$ cat config.mk
export PLATFORM = sky130hd
export DESIGN_NAME = pipeline_ctrl
export DESIGN_NICKNAME = d
export VERILOG_FILES = /design/src/rtl/pipeline_ctrl_pkg.sv /design/src/rtl/perf_counters.sv /design/src/rtl/pipeline_ctrl.sv
export SDC_FILE = /design/constraint.sdc
export NUM_CORES = 1
export LEC_CHECK = 0
export ABC_AREA = 1
export CORE_MARGIN = 5
export CORE_UTILIZATION = 35
export DETAILED_ROUTE_END_ITERATION = 10
export PLACE_DENSITY = 0.53
export SLEW_MARGIN = 20
export SYNTH_ARGS = -nofsm -noshare
export SYNTH_HDL_FRONTEND = slang
export SYNTH_SLANG_ARGS = --single-unit
$ cat constraint.sdc
create_clock -name clk -period 2 [get_ports clk]
set_input_delay 0.3 -clock clk [delete_from_list [all_inputs] [get_ports clk]]
set_output_delay 0.3 -clock clk [all_outputs]
set_load 0.02 [all_outputs]
$ cat src/rtl/pipeline_ctrl_pkg.sv
// Shared definitions for the 3-stage pipeline sequencer: FSM state encodings
// and the NOP instruction word that the ID->EX datapath mux loads on a bubble.
package pipeline_ctrl_pkg;

  typedef enum logic [1:0] {
    PC_ST_BOOT  = 2'd0,
    PC_ST_RUN   = 2'd1,
    PC_ST_FLUSH = 2'd2
  } pc_state_e;

  // addi x0, x0, 0
  localparam logic [31:0] NOP_INSTR = 32'h0000_0013;

  localparam int unsigned BOOT_CNT_W = 4;

endpackage

$ cat src/rtl/perf_counters.sv
// Cycle and retired-instruction counters read through MMIO; a clear pulse
// zeroes both and takes priority over any increment in the same cycle.
module perf_counters #(
  parameter int unsigned CNT_W = 32
) (
  input  logic             clk,
  input  logic             rst_n,
  input  logic             cyc_inc,
  input  logic             ret_inc,
  input  logic             clear,
  output logic [CNT_W-1:0] cycle_cnt,
  output logic [CNT_W-1:0] instret_cnt
);

  logic [CNT_W-1:0] cycle_q;
  logic [CNT_W-1:0] cycle_d;
  logic [CNT_W-1:0] instret_q;
  logic [CNT_W-1:0] instret_d;

  // Next-count selection; both counters wrap naturally at 2^CNT_W.
  always_comb begin
    cycle_d   = cycle_q;
    instret_d = instret_q;
    if (clear) begin
      cycle_d   = '0;
      instret_d = '0;
    end else begin
      if (cyc_inc) begin
        cycle_d = cycle_q + {{(CNT_W-1){1'b0}}, 1'b1};
      end else begin
        cycle_d = cycle_q;
      end
      if (ret_inc) begin
        instret_d = instret_q + {{(CNT_W-1){1'b0}}, 1'b1};
      end else begin
        instret_d = instret_q;
      end
    end
  end

  // Counter registers.
  always_ff @(posedge clk or negedge rst_n) begin
    if (!rst_n) begin
      cycle_q   <= '0;
      instret_q <= '0;
    end else begin
      cycle_q   <= cycle_d;
      instret_q <= instret_d;
    end
  end

  assign cycle_cnt   = cycle_q;
  assign instret_cnt = instret_q;

endmodule

$ cat src/rtl/pipeline_ctrl.sv
// Pipeline sequencer for the 3-stage core: boot hold, redirect bubbles,
// global stall freeze, stage valid bits and the performance counters.
module pipeline_ctrl
  import pipeline_ctrl_pkg::*;
#(
  parameter int unsigned BOOT_CYCLES = 2,
  parameter int unsigned CNT_W       = 32
) (
  input  logic             clk,
  input  logic             rst_n,
  input  logic             pc_sel_ex,
  input  logic             stall_req,
  input  logic             cnt_clear,
  output logic             pc_en,
  output logic             pc_redirect,
  output logic             id_ex_en,
  output logic             ex_mem_en,
  output logic             nop_sel_ex,
  output logic             ex_valid,
  output logic             mem_valid,
  output logic [CNT_W-1:0] cycle_cnt,
  output logic [CNT_W-1:0] instret_cnt
);

  localparam logic [BOOT_CNT_W-1:0] BOOT_LAST = BOOT_CNT_W'(BOOT_CYCLES - 1);

  pc_state_e             state_q;
  pc_state_e             state_d;
  logic [BOOT_CNT_W-1:0] boot_cnt_q;
  logic [BOOT_CNT_W-1:0] boot_cnt_d;
  logic                  ex_valid_q;
  logic                  mem_valid_q;
  logic                  cyc_inc_s;
  logic                  ret_inc_s;

  // Next state and pipeline controls; stall overrides everything outside BOOT.
  always_comb begin
    state_d     = state_q;
    boot_cnt_d  = boot_cnt_q;
    pc_en       = 1'b0;
    pc_redirect = 1'b0;
    nop_sel_ex  = 1'b1;
    id_ex_en    = 1'b1;
    ex_mem_en   = 1'b1;
    cyc_inc_s   = 1'b0;
    case (state_q)
      PC_ST_BOOT: begin
        if (boot_cnt_q == BOOT_LAST) begin
          state_d    = PC_ST_RUN;
          boot_cnt_d = '0;
        end else begin
          boot_cnt_d = boot_cnt_q + 4'd1;
        end
      end
      PC_ST_RUN: begin
        cyc_inc_s = 1'b1;
        if (stall_req) begin
          pc_en      = 1'b0;
          id_ex_en   = 1'b0;
          ex_mem_en  = 1'b0;
          nop_sel_ex = 1'b0;
        end else begin
          pc_en      = 1'b1;
          nop_sel_ex = 1'b0;
          if (ex_valid_q && pc_sel_ex) begin
            pc_redirect = 1'b1;
            nop_sel_ex  = 1'b1;
            state_d     = PC_ST_FLUSH;
          end else begin
            state_d = PC_ST_RUN;
          end
        end
      end
      PC_ST_FLUSH: begin
        cyc_inc_s = 1'b1;
        if (stall_req) begin
          pc_en      = 1'b0;
          id_ex_en   = 1'b0;
          ex_mem_en  = 1'b0;
          nop_sel_ex = 1'b0;
        end else begin
          pc_en   = 1'b1;
          state_d = PC_ST_RUN;
        end
      end
      default: begin
        state_d    = PC_ST_BOOT;
        boot_cnt_d = '0;
      end
    endcase
  end

  // FSM state and boot hold counter.
  always_ff @(posedge clk or negedge rst_n) begin
    if (!rst_n) begin
      state_q    <= PC_ST_BOOT;
      boot_cnt_q <= '0;
    end else begin
      state_q    <= state_d;
      boot_cnt_q <= boot_cnt_d;
    end
  end

  // Stage valid bits follow the pipeline register enables.
  always_ff @(posedge clk or negedge rst_n) begin
    if (!rst_n) begin
      ex_valid_q  <= 1'b0;
      mem_valid_q <= 1'b0;
    end else begin
      if (id_ex_en) begin
        ex_valid_q <= !nop_sel_ex;
      end
      if (ex_mem_en) begin
        mem_valid_q <= ex_valid_q;
      end
    end
  end

  assign ex_valid  = ex_valid_q;
  assign mem_valid = mem_valid_q;
  assign ret_inc_s = mem_valid_q & ex_mem_en;

  perf_counters #(
    .CNT_W (CNT_W)
  ) u_perf_counters (
    .clk         (clk),
    .rst_n       (rst_n),
    .cyc_inc     (cyc_inc_s),
    .ret_inc     (ret_inc_s),
    .clear       (cnt_clear),
    .cycle_cnt   (cycle_cnt),
    .instret_cnt (instret_cnt)
  );

endmodule

==> results of run 1 <==
[per-layer routing]
layer | global-route usage [%] | up-vias | share of wire, %
li1 | - | 2077 | -
met1 | 20.2 | 1909 | 43
met2 | 28.9 | 113 | 49
met3 | 4.94 | 15 | 5.6
met4 | 4.55 | 0 | 1.6
met5 | 0 | - | 0
[kinds of logic after synthesis]
kind of cell    count (synthesis)  synth area share (%)
compound gates                 69                  8.26
simple gates                  368                  40.2
flops                          72                  41.5
buf+inv                        68                  6.48
fa+ha+maj                       8                  2.30
mux                             1                 0.259
xor+xnor                        5                  1.01
[state kept, by name, indices dropped and copies added (netlist names)]
register	flops
u_perf_counters.cycle_cnt	32
u_perf_counters.instret_cnt	32
boot_cnt_q	4
state_q	2
ex_valid	1
mem_valid	1
[power groups by stage]
stage / combinational (µW) / sequential, µW / clock [µW]
floorplan: 795 / 1750 / 0
global placement: 1350 / 1700 / 0
detailed placement: 1370 / 1700 / 0
CTS: 1360 / 1670 / 1840
global route: 1540 / 1690 / 1900
finish: 1400 / 1670 / 1770
[layout make-up]
class | instances | area (µm²)
clock buffers | 15 | 308
clock inverters | 1 | 30.0
fillers | 1230 | 6370
inverters | 59 | 224
multi-input cells | 451 | 2280
flip-flops and latches | 72 | 1800
well taps | 168 | 210
repair buffers | 90 | 890
[through the flow]
step                      instances  TNS [ns]  setup WS [ns]  power (µW)  util, %
after CTS                       855         0         0.0715        4870     47.2
after global routing            856  -0.00972       -0.00972        5120     47.4
after global placement          838         0         0.0145        3050     44.3
after floorplan                 591         0          0.240        2550        -
final                           856         0          0.118        4850     47.4
after detailed placement        838   -0.0182        -0.0182        3070     44.3
[Yosys cell counts, types with 3 or more instances]
cell type,count
a21oi_1,43
buf_2,4
dfrtp_1,72
ha_1,8
inv_1,53
inv_2,4
nand2_1,147
nand2_2,8
nand2_4,3
nand3_1,39
nand3_2,3
nand4_1,10
nor2_1,121
nor2_2,6
nor2_4,13
nor2_8,3
nor3_1,6
o21ai_0,19
xor2_1,4
[worst max path at each step]
stage               slack (ns)                                          end  cells past startpoint
finish                    0.12                                     id_ex_en                      5
global route             -0.01  u_perf_counters.instret_cnt[23]$_DFFE_PN0P_                     11
CTS                       0.07                                     id_ex_en                      5
detailed placement       -0.02                                   nop_sel_ex                      4
global placement          0.01                                   nop_sel_ex                      4
floorplan                 0.24  u_perf_counters.instret_cnt[15]$_DFFE_PN0P_                      9
[critical path, cell delays in order, from the launching register on]
cell and delay, ns:
dfrtp_1 0.39, inv_1 0.13, ha_4 0.25, nand2_4 0.06
buf_4 0.15, clkdlybuf4s15_2 0.27
[what timing repair did]
item | CTS | global route
pin swaps | 0 | 1
hold buffers | 1 | 0
setup buffers | 0 | 1
endpoints found under the hold margin | 18 | 0
resized for setup | 13 | 5
endpoints found under the setup margin | 5 | 14
cloned | 0 | 0
==> impl_summary.md, run 1 <==
Run status
The run finished with clean final reports.

Cells and area
The antenna diode count is 0. The final layout net count is slightly below 700. The synthesis-to-finish area growth is 32.1%. In the layout the commonest cells are 147 x nand2_1, 120 x nor2_1, 72 x dfrtp_1.

The commonest non-fill, non-tap cell in the layout is nand2_1. The share of layout cells above drive strength 1 is about 12%. The final design instance area without fill is 5740 µm².

STA
The share of the cycle needed by the critical path after routing is between 90 and 100%. The slew at the pin with the worst max-slew slack is about 0.55 ns. The worst slack on hold paths is a little under 0.5 ns.

The worst clock skew on the final layout is between 0.005 and 0.006 ns. The relative slew slack is a little under two thirds. For this run, the top clock speed supported by timing is about 530 MHz. The time the final worst path needs with I/O delays and setup is ~1.9 ns.

The max-slew violation count was 0. The setup violation total in the final timing report is 0. The number of failing hold endpoints at the final stage came to 0.

Synth
Yosys printed 0 warnings. The proportion of synthesized flip-flops having asynchronous set or reset is between 90% and 100%. In this run, distinct cell masters in the synthesized netlist total slightly above 40. A synthesized cell averages roughly 7.4 µm². dfrtp_1 takes more of the synthesized area than any other cell. In the post-synthesis netlist, the biggest area contributors are dfrtp_1 41%, nand2_1 13%, nor2_1 10%. The most used flip-flop cell after synthesis is dfrtp_1. The synthesized design contains 0 enable-type register cells. The synthesized design contains about 70 register bits. The synthesized netlist occupies a cell area of ~4300 µm². The number of nets in the synthesized netlist is 604. The gate count of the mapped netlist is between 500 and 600.

The top cell type by area accounts for between 40% and 50% of the synthesized area. The share of the yosys chip area belonging to registers is about two fifths.

Global route
The residual overflow from global routing is 0. In the global route stage, overall resource usage came out at 16.7%. The number of global-route vias before repair is 4040. The first global-routing pass estimated just under 20000 µm of wire. The initial antenna violation count is 0. Entering global routing, the biggest net connects 30 pins.

Route
The first-iteration detailed-routing DRC count is around 280. Before antenna repair, the detailed router went through 4 iterations. The vias after detailed routing is around 4100. The number of antenna-violating nets in the routed design is 0. The average wire per standard cell is ~14 µm. After detailed routing, the number of vias per cell comes to approximately 4.8. After detailed routing, the number of remaining DRC violations is 0. Summed over all layers, the routed wires come to 11700 µm.

Critical path
The reg-to-reg critical path startpoint is state_q[0]$_DFFE_PN0P_. In this run the worst setup path begins at state_q[0]$_DFFE_PN0P_. The path type of the worst setup path is flop to output pin.

Setup slack on the worst reg-to-reg path comes out at ~0.15 ns. The arrival time reported for the critical path endpoint is ~1.6 ns. The critical path launch point type is a flop. Data on the critical path is required at its endpoint by between 1.5 and 2 ns. The worst-path maximum fanout is 5.

The worst register-to-register path ends at u_perf_counters.instret_cnt[30]$_DFFE_PN0P_. Counting cells, the worst reg-to-reg path comes to 12. The worst setup path is captured at an output pin.

Place
The weighted congestion reported at the end of routability-driven placement is 0.856. Buffers placed on the I/O ports in this run total between 70 and 80. The final HPWL from detailed placement is 9070 µm.

The cell area after placement is about 5400 µm².

Floorplanning
76 I/O pins were placed. Once the floorplan was initialized, standard cells occupied 35.9% of the core. The die area is 14700 µm². Row generation in the floorplan step produced 40 rows.

The die extent in y is around 120 µm. The floorplan step set the die width to about 120 µm. After floorplanning, the core was sized to cover about 12000 µm².

Clock tree
The H-tree was split into 3 levels. The count of clock tree sinks is roughly 70. The master cell of the clock root buffer is clkbuf_16. Clock tree synthesis inserted a total of 9 buffers. The clock insertion delay at the later pin of the skew report is approximately 0.34 ns. No sink is reached through more buffers than the 2 on the longest clock path. The clock tree from TritonCTS is built. The clock-pin slew on the worst setup and hold paths is around 0.050 ns.

Min path
The type of the tightest min-delay check is input port to async pin.

Power and ir drop
The switching share of power is a little under a third. The leakage dissipation is 0.00249 µW. The share of power burned in the clock network is a little over a third.

The part of the total power dissipated in combinational logic is 28.9%. The switching power of the nets is 1550 µW. The internal power consumption is 3300 µW. Across the VDD grid, the largest voltage drop is approximately 0.00058 V. In this run the power density over the cells is 844 nW/µm².

The fraction of power consumed by sequential logic is around a third.

Flow run
The total of max-cap violations is 0.
Power figures use the tool's default switching activity.
==> inputs of run 2 (changes only) <==
Settings changed: CAP_MARGIN from default to 5.
Clock period 2 ns to 2.2 ns, I/O delays scaled along.
==> run 2 against run 1 <==
Total power fell by 12%. Clock power is 11% lower. Cell count shrank 0.58%. Clock-buffer cell count is 1 lower. Hold slack worse by 0.012 ns. Final area shrank 1.6%. Combinational power decreased by 16%.
==> impl_summary.md, run 2 (synthesis gave the netlist of run 1 again) <==
Critical path
The path type of the worst setup path is flop to output pin. The worst-path maximum fanout was 5 (unchanged). The critical path buffer and inverter count is 3 (unchanged). The delay of the slowest cell on the worst path is 0.40 ns (about the same). The critical path capture point type is an output pin. The kind of cell with the highest combined delay along the critical path is buffers and inverters. The critical path launch point type is a flop. The data required time at the worst endpoint is 1.87 ns (+0.17 ns).

The slowest stage of the critical path belongs to the cell ha_1. Walking the worst path, the cells encountered are inv_1 -> ha_1 -> nand2_4 -> buf_4 -> dlygate4sd2_1. The arrival time reported for the critical path endpoint is 1.79 ns (+0.21 ns).

The reg2reg setup slack is 0.21 ns (+0.06 ns).

STA
The time the final worst path needs with I/O delays and setup is about 2.1 ns. The share of the cycle needed by the critical path after routing is roughly 97%. The setup violation total in the final timing report came to 0 (unchanged).

Derived from the worst setup path, the maximum achievable clock frequency is 471 MHz. The relative slew slack came to 69.2% (+5.9 points). The worst slack on hold paths is 0.479 ns (-0.0123 ns). The max-slew violation count is 0 (unchanged).

The slew at the pin with the worst max-slew slack is 0.461 ns (-0.0882 ns). The final total negative setup slack is 0 ns (unchanged). The worst clock skew on the final layout is 0.00800 ns (+0.00234 ns). The number of failing hold endpoints at the final stage is 0 (unchanged). Setup repair after global routing left no endpoint under its margin.

Global route
The global-route wire length before repair was 20400 µm (+4.0%). The met2 usage in global routing was 30.1% (+1.2 points). The initial antenna violation count came to 0 (unchanged). The largest net degree at the start of global routing came to 30 (unchanged). The global routing met1 resource utilization is 20.9% (+0.76 points). In this run the most used layer during global routing was met2. The residual overflow from global routing is 0 (unchanged). The global router's overall resource usage is 17.3% (+0.54 points).

The met3 usage is 4.29% (-0.65 points). The number of global-route vias before repair is 4119 (+2.0%).

Clock tree
The clock-pin slew on the worst setup and hold paths came to 0.06 ns (about the same). The clock tree from TritonCTS is built. The total CTS buffers was 9 (unchanged).

In this run the clock root is driven by a clkbuf_16. The buffer depth of the longest clock path came to 2 (unchanged). The clock insertion delay at the later pin of the skew report is 0.34 ns (about the same). The post-CTS setup repair buffer count is 0 (unchanged). The count of clock tree sinks is 72 (unchanged). The depth of the CTS H-tree is 3 (unchanged).

Floorplanning
The core footprint is 12100 µm² (unchanged). The die area is 14700 µm² (unchanged). The number of rows created at floorplan came to 40 (unchanged). The horizontal extent of the die came to 121 µm (unchanged). The starting utilization of the core area is 35.9% (unchanged). The number of primary I/O pins is 76 (unchanged). The die extent in y is 121 µm (unchanged).

Cells and area
The area growth from synthesis to layout is 29.9%. The top cell types in the final layout, fill and taps aside, are 147 x nand2_1, 121 x nor2_1, 72 x dfrtp_1. The library cell used most frequently in the layout, excluding fill and tap cells, is nand2_1. The final layout net count is 691 (-0.72%). The final design instance area without fill was 5650 µm² (-1.6%).

The core occupancy in the finished layout is 46.6% (-0.77 points). The antenna diode count came to 0 (unchanged). The number of filler instances in the final layout is 1264 (+2.8%). The share of layout cells above drive strength 1 was 10.7% (-1.4 points).

Route
The first-iteration detailed-routing DRC count was 261 (-5.1%). The routed wire length is 11800 µm (+1.0%). The number of antenna-violating nets in the routed design is 0 (unchanged). The number of vias per cell after detailed routing is 4.76 (-0.90%). The vias after detailed routing is 4053 (-1.5%). The average wire per standard cell came to 13.9 µm (+1.6%). The number of detailed-routing iterations run before antenna repair is 5 (+1). The remaining routing DRC violations is 0 (unchanged).

Place
The weighted congestion reported at the end of routability-driven placement is 0.902 (+5.4%). The number of I/O port buffers is 75 (unchanged). The final HPWL from detailed placement is 9100 µm (+0.36%). The cell area after placement is 5320 µm² (-0.79%).

Run status
The flow ran to the end, and the final reports show no timing, DRC or antenna violations.

Power and ir drop
The leakage dissipation is 0.00245 µW (-1.6%). The total power density per cell area is 758 nW/µm² (-10%). The peak supply drop is 0.000445 V (-23%).

Min path
The min-delay analysis places its worst path in the category input port to async pin.

Flow run
The total of max-cap violations is 0 (unchanged).
run 2: worst reg2reg max path, delay by kind of cell (launching register included):
| kind | cells | cell delay, ns |
|---|---|---|
| buf+inv | 2 | 0.30 |
| fa+ha+maj | 1 | 0.42 |
| simple gates | 7 | 0.78 |
| flops | 1 | 0.40 |
run 2: metrics by stage:
stage / total power [µW] / setup slack (ns) / cells
floorplan: 2320 / 0.432 / 591
detailed placement: 2760 / 0.0765 / 834
global placement: 2740 / 0.118 / 834
CTS: 4320 / 0.0154 / 851
global route: 4500 / 0.00731 / 851
finish: 4280 / 0.0752 / 851
run 2: final cells by class:
type                            count  area, µm²  area share (%)
Multi-Input combinational cell    451       2260            40.1
Sequential cell                    72       1800            31.9
Timing Repair Buffer               85        830            14.7
Clock buffer                       14        284            5.03
Inverter                           59        224            3.97
Tap cell                          168        210            3.72
Clock inverter                      2       35.0           0.620
run 2: final timing paths:
kind,cells past startpoint,end,startpoint
worst max-delay path,5,ex_mem_en,state_q[0]$_DFFE_PN0P_
worst min-delay path,2,u_perf_counters.instret_cnt[5]$_DFFE_PN0P_,rst_n
worst max register to register,10,u_perf_counters.cycle_cnt[22]$_DFFE_PN0P_,state_q[1]$_DFFE_PN0P_
worst min register to register,1,u_perf_counters.instret_cnt[12]$_DFFE_PN0P_,u_perf_counters.instret_cnt[12]$_DFFE_PN0P_
max in group asynchronous,3,u_perf_counters.cycle_cnt[17]$_DFFE_PN0P_,rst_n
min in group clk,1,u_perf_counters.instret_cnt[12]$_DFFE_PN0P_,u_perf_counters.instret_cnt[12]$_DFFE_PN0P_
run 2: repair_timing:
item	4_1_cts	5_1_grt
gates resized for setup	6	2
hold endpoints to repair	15	0
hold buffers	1	0
setup endpoints to repair	5	5
pin swaps	0	0
run 2: routing by layer:
metal	share of wire (%)	up-vias	routed length (µm)
li1	-	2071	-
met1	44	1865	5190
met2	49	100	5790
met3	5.3	17	627
met4	2.0	0	234
met5	0	-	0
run 2: power by group:
group	switching [µW]	internal [µW]	leakage [µW]
combinational	732	440	0.00130
sequential	119	1420	0.000993
clock	572	1000	0.000159
==> inputs of run 3 (changes only) <==
Settings changed: SLEW_MARGIN 20 to 10.
==> results of run 3 <==
No change in the layout: final DEF, timing and power equal those of run 2.
